`src/rtl/jtag_tap_pkg.sv`:
```
// Shared types and constants for the synchronous JTAG TAP.
// Covers TAP states, instruction codes and data-register selection.
package jtag_tap_pkg;

   localparam int unsigned IrLen = 5;

   localparam logic [IrLen-1:0] InstrIdcode = 5'h01;
   localparam logic [IrLen-1:0] InstrUser   = 5'h11;
   localparam logic [IrLen-1:0] InstrBypass = 5'h1F;
   localparam logic [IrLen-1:0] IrCapture   = 5'b00001;

   typedef enum logic [3:0] {
      TLR,
      RTI,
      SelDR,
      CapDR,
      ShDR,
      Ex1DR,
      PauseDR,
      Ex2DR,
      UpdDR,
      SelIR,
      CapIR,
      ShIR,
      Ex1IR,
      PauseIR,
      Ex2IR,
      UpdIR
   } tap_state_e;

   typedef enum logic [1:0] {
      DrIdcode,
      DrBypass,
      DrUser
   } dr_sel_e;

   // Unknown instruction codes fall back to BYPASS.
   function automatic dr_sel_e decode_ir(input logic [IrLen-1:0] ir);
      case (ir)
         InstrIdcode: return DrIdcode;
         InstrUser:   return DrUser;
         default:     return DrBypass;
      endcase
   endfunction

endpackage

```
`src/rtl/jtag_pin_sync.sv`:
```
// Two-flop synchronizers for TCK/TMS/TDI plus TCK edge detection.
// Edge strobes are single clk-cycle pulses derived from the synchronized TCK.
module jtag_pin_sync (
   input  logic i_clk,
   input  logic i_rst_n,
   input  logic i_tck,
   input  logic i_tms,
   input  logic i_tdi,
   output logic o_tck_rise,
   output logic o_tck_fall,
   output logic o_tms,
   output logic o_tdi
);

   logic [1:0] r_tck_sync;
   logic [1:0] r_tms_sync;
   logic [1:0] r_tdi_sync;
   logic       r_tck_prev;

   always_ff @(posedge i_clk) begin
      if (!i_rst_n) begin
         r_tck_sync <= '0;
         r_tms_sync <= '0;
         r_tdi_sync <= '0;
         r_tck_prev <= 1'b0;
      end else begin
         r_tck_sync <= {r_tck_sync[0], i_tck};
         r_tms_sync <= {r_tms_sync[0], i_tms};
         r_tdi_sync <= {r_tdi_sync[0], i_tdi};
         r_tck_prev <= r_tck_sync[1];
      end
   end

   assign o_tck_rise = r_tck_sync[1] & ~r_tck_prev;
   assign o_tck_fall = ~r_tck_sync[1] & r_tck_prev;
   assign o_tms      = r_tms_sync[1];
   assign o_tdi      = r_tdi_sync[1];

endmodule

```
`src/rtl/jtag_tap_sync.sv`:
```
// Oversampled IEEE 1149.1 TAP: 16-state controller, 5-bit IR, IDCODE,
// BYPASS and a 32-bit USER data register with an update strobe to the SoC.
module jtag_tap_sync
   import jtag_tap_pkg::*;
#(
   parameter logic [31:0] IdCode = 32'h0000_0000
) (
   input  logic        clk_i,
   input  logic        rst_ni,
   input  logic        tck_i,
   input  logic        tms_i,
   input  logic        tdi_i,
   output logic        tdo_o,
   output logic        tdo_oe_o,
   input  logic [31:0] user_capture_data_i,
   output logic        user_update_o,
   output logic [31:0] user_update_data_o
);

   logic w_tck_rise;
   logic w_tck_fall;
   logic w_tms;
   logic w_tdi;

   tap_state_e r_state;
   tap_state_e w_state_next;

   logic [IrLen-1:0] r_ir;
   logic [IrLen-1:0] r_ir_sr;
   logic [31:0]      r_idcode_sr;
   logic             r_bypass_sr;
   logic [31:0]      r_user_sr;

   logic             r_tdo;
   logic             r_tdo_oe;
   logic             r_user_update;
   logic [31:0]      r_user_data;

   dr_sel_e w_dr_sel;
   logic    w_in_shift;
   logic    w_shift_lsb;

   jtag_pin_sync u_pin_sync (
      .i_clk      (clk_i),
      .i_rst_n    (rst_ni),
      .i_tck      (tck_i),
      .i_tms      (tms_i),
      .i_tdi      (tdi_i),
      .o_tck_rise (w_tck_rise),
      .o_tck_fall (w_tck_fall),
      .o_tms      (w_tms),
      .o_tdi      (w_tdi)
   );

   always_ff @(posedge clk_i) begin
      if (!rst_ni) begin
         r_state <= TLR;
      end else begin
         r_state <= w_state_next;
      end
   end

   always_comb begin
      w_state_next = r_state;
      if (w_tck_rise) begin
         case (r_state)
            TLR:     w_state_next = w_tms ? TLR     : RTI;
            RTI:     w_state_next = w_tms ? SelDR   : RTI;
            SelDR:   w_state_next = w_tms ? SelIR   : CapDR;
            CapDR:   w_state_next = w_tms ? Ex1DR   : ShDR;
            ShDR:    w_state_next = w_tms ? Ex1DR   : ShDR;
            Ex1DR:   w_state_next = w_tms ? UpdDR   : PauseDR;
            PauseDR: w_state_next = w_tms ? Ex2DR   : PauseDR;
            Ex2DR:   w_state_next = w_tms ? UpdDR   : ShDR;
            UpdDR:   w_state_next = w_tms ? SelDR   : RTI;
            SelIR:   w_state_next = w_tms ? TLR     : CapIR;
            CapIR:   w_state_next = w_tms ? Ex1IR   : ShIR;
            ShIR:    w_state_next = w_tms ? Ex1IR   : ShIR;
            Ex1IR:   w_state_next = w_tms ? UpdIR   : PauseIR;
            PauseIR: w_state_next = w_tms ? Ex2IR   : PauseIR;
            Ex2IR:   w_state_next = w_tms ? UpdIR   : ShIR;
            UpdIR:   w_state_next = w_tms ? SelDR   : RTI;
            default: w_state_next = TLR;
         endcase
      end
   end

   assign w_dr_sel   = decode_ir(r_ir);
   assign w_in_shift = (r_state == ShDR) || (r_state == ShIR);

   always_comb begin
      w_shift_lsb = 1'b0;
      if (r_state == ShIR) begin
         w_shift_lsb = r_ir_sr[0];
      end else if (r_state == ShDR) begin
         case (w_dr_sel)
            DrIdcode: w_shift_lsb = r_idcode_sr[0];
            DrUser:   w_shift_lsb = r_user_sr[0];
            default:  w_shift_lsb = r_bypass_sr;
         endcase
      end
   end

   // Shifting/capture on TCK rise; TDO and register updates on TCK fall.
   always_ff @(posedge clk_i) begin
      if (!rst_ni) begin
         r_ir          <= InstrIdcode;
         r_ir_sr       <= '0;
         r_idcode_sr   <= '0;
         r_bypass_sr   <= 1'b0;
         r_user_sr     <= '0;
         r_tdo         <= 1'b0;
         r_tdo_oe      <= 1'b0;
         r_user_update <= 1'b0;
         r_user_data   <= '0;
      end else begin
         r_user_update <= 1'b0;

         if (r_state == TLR) begin
            r_ir <= InstrIdcode;
         end

         if (w_tck_rise) begin
            case (r_state)
               CapIR: r_ir_sr <= IrCapture;
               ShIR:  r_ir_sr <= {w_tdi, r_ir_sr[IrLen-1:1]};
               CapDR: begin
                  case (w_dr_sel)
                     DrIdcode: r_idcode_sr <= IdCode;
                     DrUser:   r_user_sr   <= user_capture_data_i;
                     default:  r_bypass_sr <= 1'b0;
                  endcase
               end
               ShDR: begin
                  case (w_dr_sel)
                     DrIdcode: r_idcode_sr <= {w_tdi, r_idcode_sr[31:1]};
                     DrUser:   r_user_sr   <= {w_tdi, r_user_sr[31:1]};
                     default:  r_bypass_sr <= w_tdi;
                  endcase
               end
               default: ;
            endcase
         end

         if (w_tck_fall) begin
            r_tdo    <= w_shift_lsb;
            r_tdo_oe <= w_in_shift;
            if (r_state == UpdIR) begin
               r_ir <= r_ir_sr;
            end
            if ((r_state == UpdDR) && (w_dr_sel == DrUser)) begin
               r_user_update <= 1'b1;
               r_user_data   <= r_user_sr;
            end
         end
      end
   end

   assign tdo_o              = r_tdo;
   assign tdo_oe_o           = r_tdo_oe;
   assign user_update_o      = r_user_update;
   assign user_update_data_o = r_user_data;

endmodule
```
`config.mk`:
```
export PLATFORM = sky130hd
export DESIGN_NAME = jtag_tap_sync
export DESIGN_NICKNAME = d
export VERILOG_FILES = /design/src/rtl/jtag_tap_pkg.sv /design/src/rtl/jtag_pin_sync.sv /design/src/rtl/jtag_tap_sync.sv
export SDC_FILE = /design/constraint.sdc
export NUM_CORES = 1
export LEC_CHECK = 0
export CAP_MARGIN = 20
export CORE_ASPECT_RATIO = 2
export CORE_MARGIN = 1.5
export CORE_UTILIZATION = 55
export DETAILED_ROUTE_END_ITERATION = 8
export GPL_ROUTABILITY_DRIVEN = 0
export PLACE_DENSITY = 0.83
export RECOVER_POWER = 50
export SETUP_SLACK_MARGIN = 0.02
export SLEW_MARGIN = 20
export SYNTH_ARGS = -nofsm -noshare
export SYNTH_HDL_FRONTEND = slang
export SYNTH_SLANG_ARGS = --single-unit
```
`constraint.sdc`:
```
create_clock -name clk_i -period 3.7 [get_ports clk_i]
set_clock_uncertainty 0.15 [all_clocks]
set_input_delay 1.11 -clock clk_i [delete_from_list [all_inputs] [get_ports clk_i]]
set_output_delay 1.11 -clock clk_i [all_outputs]
set_load 0.01 [all_outputs]
```
# Word level (Yosys, flattened, before mapping)
# Cells that the tools add are included.
word_totals:
  ff_bits: 121
  latchBits: 0
  ram_bits: 0
  mem_bits_ro: 0
  input_bits: 37
  output_inout_bits: 35
  elab_cells: 89
  n_memories: 0
op_classes:
  add_sub_neg: 0
  multipliers: 0
  n_div: 0
  order_cmp: 0
  eq_ne: 24
  n_shift: 0
  muxes: 31
  n_bitwise: 4
  reduce_logical: 16
op_table:
  columns: ["operator", "n"]
  rows:
  - ["$mux W32", 4]
  - ["$pmux W32 S2", 2]
  - ["$pmux W4 S12", 1]
  - ["$eq A4 B4 Y1 const B", 8]
  - ["$eq A4 B3 Y1 const B", 4]
  - ["$mux W4", 4]
  - ["$mux W5", 3]
  - ["$reduce_and A4 Y1", 3]
  - ["$pmux W5 S2", 1]
  - ["$eq A4 B2 Y1 const B", 2]
  - ["$mux W1", 8]
  - ["$ne A2 B2 Y1 const B", 4]
  - ["$mux W2", 3]
  - ["$mux W3", 2]
  - ["$reduce_and A2 Y1", 3]
  - ["$reduce_or A2 Y1", 3]
  - ["$eq A5 B1 Y1 const B", 1]
  - ["$eq A5 B5 Y1 const B", 1]
  - ["$eq A4 B1 Y1 const B", 1]
  - ["$logic_not A4 Y1", 1]
  - ["$ne A2 B1 Y1 const B", 2]
  - ["$pmux W1 S2", 2]
  - ["$pmux W2 S2", 1]
  - ["$reduce_bool A2 Y1", 2]
  - ["other kinds (7)", 9]

# Longest topological paths before layout
# Gate-level depths: netlist (run 1).
depth:
  depth_word: 6
  depth_mapped: 7
  mapped_depth_nobuf: 4

# Hierarchy
# A second synthesis (run 1) with hierarchy kept.
hier_totals:
  hier_cells: 573
  area_unflattened_um2: 5132.4
modules_own_cells:
  columns: ["module", "n_inst", "cells_each", "area_each_um2", "seq_area_each_um2"]
  rows:
  - ["jtag_tap_sync", 1, 557, 4936.0, 2282.2]
  - ["jtag_pin_sync", 1, 16, 196.4, 140.1]

# Worst setup path after synthesis (run 1)
# Ideal clock, no wire load.
synth_path:
  kind: "input to register"
  from: "input port rst_ni"
  to: "register r_state[0]"
  arrival_time_ns: 1.964
  slack_ns: 1.516
  path_stages: 5
  path_buffers: 3
  path_cell_list: "clkbuf_1 buf_6 clkbuf_1 o21ai_0 a21oi_1"
synth_rtl:
  columns: ["item", "line_no", "source"]
  rows:
  - ["start: declaration", "jtag_tap_sync.sv:9", "input logic rst_ni,"]
  - ["end signal: assignment", "jtag_tap_sync.sv:59", "r_state <= w_state_next;"]
  - ["end: declaration", "jtag_tap_sync.sv:25", "tap_state_e r_state;"]

# Final worst setup path (run 1)
layout_path:
  from: "register r_state[0]"
  to: "register r_user_sr[26]"
layout_via:
  elab_chain_cells: 3
layout_lines:
  columns: ["item", "line_no", "source"]
  rows:
  - ["$eq A4 B2 Y1 / $eq A4 B3 Y1 (equally long branches)", "jtag_tap_sync.sv:124", "case (r_state)"]
  - ["$ne A2 B2 Y1 (no source line), or another cell as far along", null, null]
  - ["$reduce_and A4 Y1 (no source line)", null, null]
  - ["end signal: assignment", "jtag_tap_sync.sv:130", "DrUser: r_user_sr <= user_capture_data_i;"]
  - ["end signal: assignment", "jtag_tap_sync.sv:137", "DrUser: r_user_sr <= {w_tdi, r_user_sr[31:1]};"]
  - ["end: declaration", "jtag_tap_sync.sv:32", "logic [31:0] r_user_sr;"]
# Several ways; a longest one is shown, not always the timed one.
# A chain may end at the register's enable or synchronous reset.

==> results of run 1 <==
[layer usage]
metal  routed length [um]  share of wire  vias up
met2                 6370           0.55      114
li1                     -              -     2092
met1                 4450           0.39     2064
met3                  497          0.043       20
met4                  243          0.021        0
met5                    0              0        -
[where the power goes]
group	switching, mW	internal (mW)	leakage [nW]
Clock	0.600	1.08	0.296
Combinational	0.0422	0.0551	1.31
Sequential	0.00800	1.31	0.976
[registers in the layout (all words and copies together) (netlist names)]
signal and count:
u_pin_sync.r_tck_sync 2, tdo_o 1, r_bypass_sr 1, tdo_oe_o 1, u_pin_sync.r_tck_prev 1, u_pin_sync.r_tdi_sync 2, user_update_data_o 32, r_ir_sr 5
r_ir 5, r_idcode_sr 32, u_pin_sync.r_tms_sync 2, user_update_o 1, r_user_sr 32, r_state 4
[cell type report]
type	count	area, um^2
timing repair buffer	79	790
clock buffer	18	439
sequential	121	2420
clock inverter	14	173
tap	104	130
multi-input combinational	393	2450
fill	707	2840
inverter	3	11.3
[worst reg2reg max path: cells and delay by family (launching register included)]
| kind | cells | cell delay (ns) |
|---|---|---|
| AND/OR/NAND/NOR | 2 | 0.50 |
| buffers and inverters | 1 | 0.55 |
| AO/OA/AOI/OAI | 2 | 0.57 |
| flip-flops | 1 | 0.77 |
[logic make-up (layout without fill, tap and decap cells)]
family	after synthesis	in the layout	share of synthesized area
AOI/OAI and AO/OA	134	134	0.198
xor gates and xnor gates	2	2	0.00338
buffers and inverters	54	114	0.0615
DFF	121	121	0.467
muxes	35	35	0.0676
and+or+nand+nor	222	222	0.203
[placed cells by master, fill, tap and decap left out, types with 4 or more instances in the layout]
cell type        instances
nand2_1                142
dfxtp_1                121
clkdlybuf4s50_1         49
a21boi_0                42
mux2i_1                 35
o211a_1                 33
nand4_1                 33
o21ai_0                 23
dlygate4sd3_1           21
clkbuf_16               17
o21ai_1                 15
nor2_1                   7
nand3_1                  7
and2_1                   6
o211ai_1                 6
buf_4                    6
nand2b_1                 5
a21oi_1                  5
clkinv_4                 5
nor3b_1                  4
[worst paths after layout]
check,to,slack (ns),depth (start not counted)
setup / recovery,r_user_sr[26],1.06,5
hold / removal,u_pin_sync.r_tdi_sync[1],0.29,1
setup reg to reg,r_user_sr[26],1.06,5
hold reg to reg,u_pin_sync.r_tdi_sync[1],0.29,1
==> key figures, run 1 <==
Status
  • Status: complete, no violations

Logic synthesis
  • Syn Inst Count: 568
  • Net Count, Synth: 605
  • Post-synthesis area per instance: 9.13 um^2
  • Cell variety after synth: 43
  • Sequential-to-total area share from yosys stat: 0.467
  • Ys Warns: 0
  • Post-synthesis cell area: 5190 um^2
  • Yosys top cell area share: 0.467
  • Cell with the most instances after synthesis: nand2_1
  • Synth area leaders: dfxtp_1 (47%), nand2_1 (10%), mux2i_1 (6.8%)
  • Post-synth EDFFs: 0
  • Post-synth top cells: nand2_1 (142), dfxtp_1 (121), a21boi_0 (42)
  • Synth area leader: dfxtp_1
  • Ys flop type: dfxtp_1
  • Post-synthesis register bit count: 121
  • FFs w/ async S/R, synth: 0

Placement
  • HPWL after DPL: 7.32 mm
  • Cell total after placement: 700
  • PortBufs: 71
  • Dpl cell area: 5810 um^2
  • Post-place setup slack: 1.09 ns

Clock network
  • Worst-path clk slew: 0.05 ns
  • Skew-Pair Late Insertion Delay: 0.41 ns
  • CTS tree: yes
  • Clock Tree Root: clkbuf_16
  • Post CTS Setup Buffer Count: 0
  • H-Tree Depth: 4
  • Clk buf depth: 2
  • Hold_buf cts: 0
  • CTS Sinks: 121
  • CTS Buf Count: 17
  • Post-CTS sizing: 0

Global routing
  • First-pass GRT wire length: 19.0 mm
  • Congestion Overflow GR: 0
  • Met1 usage: 0.251
  • Most Crowded Layer GR: met2
  • Vias in the first global route: 4173
  • Met2 Track Usage GR: 0.430
  • Grt met3 use: 0.0734
  • Largest net degree at the start of global routing: 67
  • Overall routing resource usage: 0.239
  • Initial antenna violation count: 0

Routing
  • Vias/cell: 5.86
  • DRC Markers: 0
  • Routed len/inst: 15.8 um
  • Final WL: 11.6 mm
  • TritonRoute pass-1 iters: 7
  • Via count: 4290
  • Iteration-0 DRC Markers: 246
  • DRT antenna net count: 0

Hold path
  • HP Class: reg -> reg
  • Hold path start: u_pin_sync.r_tdi_sync[0]

Layout
  • Fin util: 0.693
  • Post-route cell area: 6420 um^2
  • Area grow syn2layout: 23.8%
  • Antenna cells: 0
  • Layout Nets: 652
  • Layout Cells excl Fill: 732
  • Share of layout cells above drive strength 1: 0.0748

Floorplan
  • Full die area: 10100 um^2
  • Site Rows: 50
  • Die width: 71.7 um
  • Die H: 140 um
  • Starting Density: 0.560
  • I/O pin count: 72
  • Core area: 9260 um^2

Setup path
  • CP cell instances: nand3b_1 > a2111oi_4 > buf_4 > nand2_1 > o211a_1
  • CP required: 3.85 ns
  • CP Max Fanout: 64
  • CP bufs+invs: 1
  • CP Data Arrival Time: 2.80 ns
  • Crit path kind: reg -> reg
  • CP Launch Type: flop
  • Crit end category: flop
  • Setup crit start: r_state[0]
  • Critical path's top delay family: flip-flops
  • Reg2reg start: r_state[0]
  • Largest stage delay, worst path: 0.77 ns
  • Slowest CP cell: dfxtp_1

Power
  • Total power: 3.09 mW
  • Worst VDD drop: 0.484 mV
  • Pwr/cell area: 482 nW/um^2
  • LEAKAGE: 2.58 nW

STA
  • RSZ-0062 raised after global routing: no
  • Setup TNS: 0 ns
  • Slew @ Worst Pin: 1.09 ns
  • Post-layout min period: 2.64 ns
  • Fmax: 379 MHz
  • Slew HR: 0.272
  • Final Cycle Share: 0.714
  • Final hold vios: 0
  • Max-slew violation count: 0
  • Hold slack: 0.289 ns
  • Setup violators final: 0
  • Final worst slack: 1.06 ns

Run
  • Max-cap violations: 0
(Power assumes the default switching activity.)
==> inputs of run 2 (changes only) <==
--- a/config.mk
+++ b/config.mk
@@ -8,10 +8,10 @@
 export CAP_MARGIN = 20
 export CORE_ASPECT_RATIO = 2
 export CORE_MARGIN = 1.5
-export CORE_UTILIZATION = 55
+export CORE_UTILIZATION = 54
 export DETAILED_ROUTE_END_ITERATION = 8
 export GPL_ROUTABILITY_DRIVEN = 0
-export PLACE_DENSITY = 0.83
+export PLACE_DENSITY = 0.82
 export RECOVER_POWER = 50
 export SETUP_SLACK_MARGIN = 0.02
 export SLEW_MARGIN = 20
==> constraint.sdc (replaced) <==
create_clock -name clk_i -period 2.76 [get_ports clk_i]
set_clock_uncertainty 0.15 [all_clocks]
set_input_delay 0.828 -clock clk_i [delete_from_list [all_inputs] [get_ports clk_i]]
set_output_delay 0.828 -clock clk_i [all_outputs]
set_load 0.01 [all_outputs]
==> key figures, run 2 (synthesis gave the netlist of run 1 again) <==
Setup path
  • R2R Path End: r_user_sr[12]
  • CP required: 2.90 ns (-0.95 ns)
  • CP cell instances: or3b_1 > a2111oi_4 > buf_12 > nand2_1 > o211a_1
  • Slowest CP cell: dfxtp_1
  • Reg2reg path depth: 5 (unchanged)
  • CP Max Fanout: 64 (unchanged)
  • CP Launch Type: flop
  • Crit path kind: reg -> reg
  • CP bufs+invs: 1 (unchanged)
  • Flop-to-flop setup slack: 0.29 ns (-0.76 ns)
  • Critical path's top delay family: simple AND/OR/NAND/NOR gates
  • CP Data Arrival Time: 2.61 ns (-0.19 ns)
  • Largest stage delay, worst path: 0.65 ns (-0.12 ns)
  • Crit end category: flop
  • Reg2reg start: r_state[2]

Layout
  • Antenna cells: 0 (unchanged)
  • Post-route cell area: 6470 um^2 (+0.84%)
  • Commonest non-fill, non-tap cell in the layout: nand2_1
  • Layout Cells excl Fill: 734 (+0.27%)
  • Fillers: 668 (-5.5%)
  • Share of layout cells above drive strength 1: 0.0683 (-0.00659)
  • Multi-input logic area: 2450 um^2 (-0.10%)
  • Layout Nets: 654 (+0.31%)
  • Register area: 2420 um^2 (unchanged)
  • Commonest cells after routing, fill and taps aside: nand2_1 (142), dfxtp_1 (121), a21boi_0 (42)
  • Area grow syn2layout: 24.8%

Hold path
  • Hold path start: u_pin_sync.r_tms_sync[0]
  • HP Class: reg -> reg
  • Hold path cells: 1 (unchanged)
  • Worst Hold End: u_pin_sync.r_tms_sync[1]

Global routing
  • Overall routing resource usage: 0.245 (+0.00561)
  • First-pass GRT wire length: 19.5 mm (+2.4%)
  • Initial antenna violation count: 0 (unchanged)
  • Largest net degree at the start of global routing: 65 (-3.0%)
  • Vias in the first global route: 4167 (-0.14%)
  • Congestion Overflow GR: 0 (unchanged)

Floorplan
  • Core area: 9320 um^2 (+0.68%)
  • I/O pin count: 72 (unchanged)
  • Starting Density: 0.556 (-0.00376)
  • Full die area: 10200 um^2 (+1.8%)
  • Die width: 72.3 um (+0.88%)
  • Die H: 142 um (+0.90%)
  • Site Rows: 50 (unchanged)

Clock network
  • Skew-Pair Late Insertion Delay: 0.41 ns (about the same)
  • CTS Sinks: 121 (unchanged)
  • Post-CTS sizing: 0 (unchanged)
  • Worst-path clk slew: 0.05 ns (about the same)
  • Post CTS Setup Buffer Count: 0 (unchanged)
  • Hold_buf cts: 0 (unchanged)
  • Clock Tree Root: clkbuf_16
  • CTS Buf Count: 17 (unchanged)
  • H-Tree Depth: 4 (unchanged)
  • Clk buf depth: 2 (unchanged)
  • CTS tree: yes

Placement
  • HPWL after DPL: 7.43 mm (+1.4%)
  • Cell total after placement: 702 (+0.29%)
  • PortBufs: 71 (unchanged)
  • Dpl cell area: 5850 um^2 (+0.69%)

Status
  • Status: complete, no violations

Routing
  • DRT antenna net count: 0 (unchanged)
  • Final WL: 11.7 mm (+1.0%)
  • DRC Markers: 0 (unchanged)
  • Iteration-0 DRC Markers: 299 (+22%)
  • Via count: 4251 (-0.91%)
  • Vias/cell: 5.79 (-1.2%)
  • TritonRoute pass-1 iters: 4 (-3)
  • Routed len/inst: 15.9 um (+0.74%)

STA
  • Slew HR: 0.286 (+0.0147)
  • Setup violators final: 0 (unchanged)
  • Fmax: 405 MHz (+7.1%)
  • Max-slew violation count: 0 (unchanged)
  • Post-layout min period: 2.47 ns (-0.175 ns)
  • Slew @ Worst Pin: 1.07 ns (-0.0220 ns)
  • Final Cycle Share: 0.894 (+0.180)
  • Final hold vios: 0 (unchanged)
  • Setup TNS: 0 ns (unchanged)
  • RSZ-0062 raised after global routing: no

Power
  • Worst VDD drop: 0.515 mV (+6.4%)
  • LEAKAGE: 2.65 nW (+2.8%)
  • Pwr/cell area: 668 nW/um^2 (+39%)

Run
  • Max-cap violations: 0 (unchanged)
[run 2: changes by cell type in the layout (fill, tap and decap cells not counted), moves of 5 or more]
cell	change
clkbuf_1	+5
clkdlybuf4s50_1	-14
clkinv_4	-5
dlygate4sd3_1	+14
[run 2: where the power goes]
part,internal (mW),switching [mW]
Sequential,1.75,0.00721
Combinational,0.0721,0.0600
Clock,1.67,0.761
Total,3.50,0.828
[run 2: layout make-up]
type | count | area share
Multi-Input combinational cell | 393 | 0.379
Sequential cell | 121 | 0.374
Timing Repair Buffer | 81 | 0.125
Clock buffer | 24 | 0.0744
Clock inverter | 8 | 0.0255
Tap cell | 104 | 0.0201
Inverter | 3 | 0.00174
[run 2: routing by layer]
| metal | up-vias | wire length [um] | global-route usage |
|---|---|---|---|
| li1 | 2097 | - | - |
| met1 | 2014 | 4480 | 0.267 |
| met2 | 108 | 6350 | 0.428 |
| met3 | 32 | 454 | 0.0582 |
| met4 | 0 | 397 | 0.129 |
| met5 | - | 0 | 0 |
[run 2: worst max path at each step]
| stage | from | end | slack (ns) | depth (start not counted) |
|---|---|---|---|---|
| global route | r_state[2] | r_user_sr[12] | 0.19 | 5 |
| global placement | r_state[2] | r_user_sr[29] | 0.54 | 5 |
| detailed placement | r_state[2] | r_user_sr[17] | 0.45 | 5 |
| finish | r_state[2] | r_user_sr[12] | 0.29 | 5 |
| CTS | r_state[2] | r_user_sr[12] | 0.36 | 5 |
| floorplan | r_ir[3] | r_user_sr[1] | 0.65 | 5 |
[run 2: per-stage QoR]
stage | utilization | total power [mW] | hold slack, ns | setup slack (ns)
floorplan | - | 1.87 | 0.262 | 0.654
global placement | 0.628 | 1.93 | 0.265 | 0.536
detailed placement | 0.628 | 1.93 | 0.274 | 0.450
CTS | 0.697 | 4.35 | 0.286 | 0.361
global route | 0.694 | 4.44 | 0.323 | 0.185
finish | 0.694 | 4.32 | 0.285 | 0.294
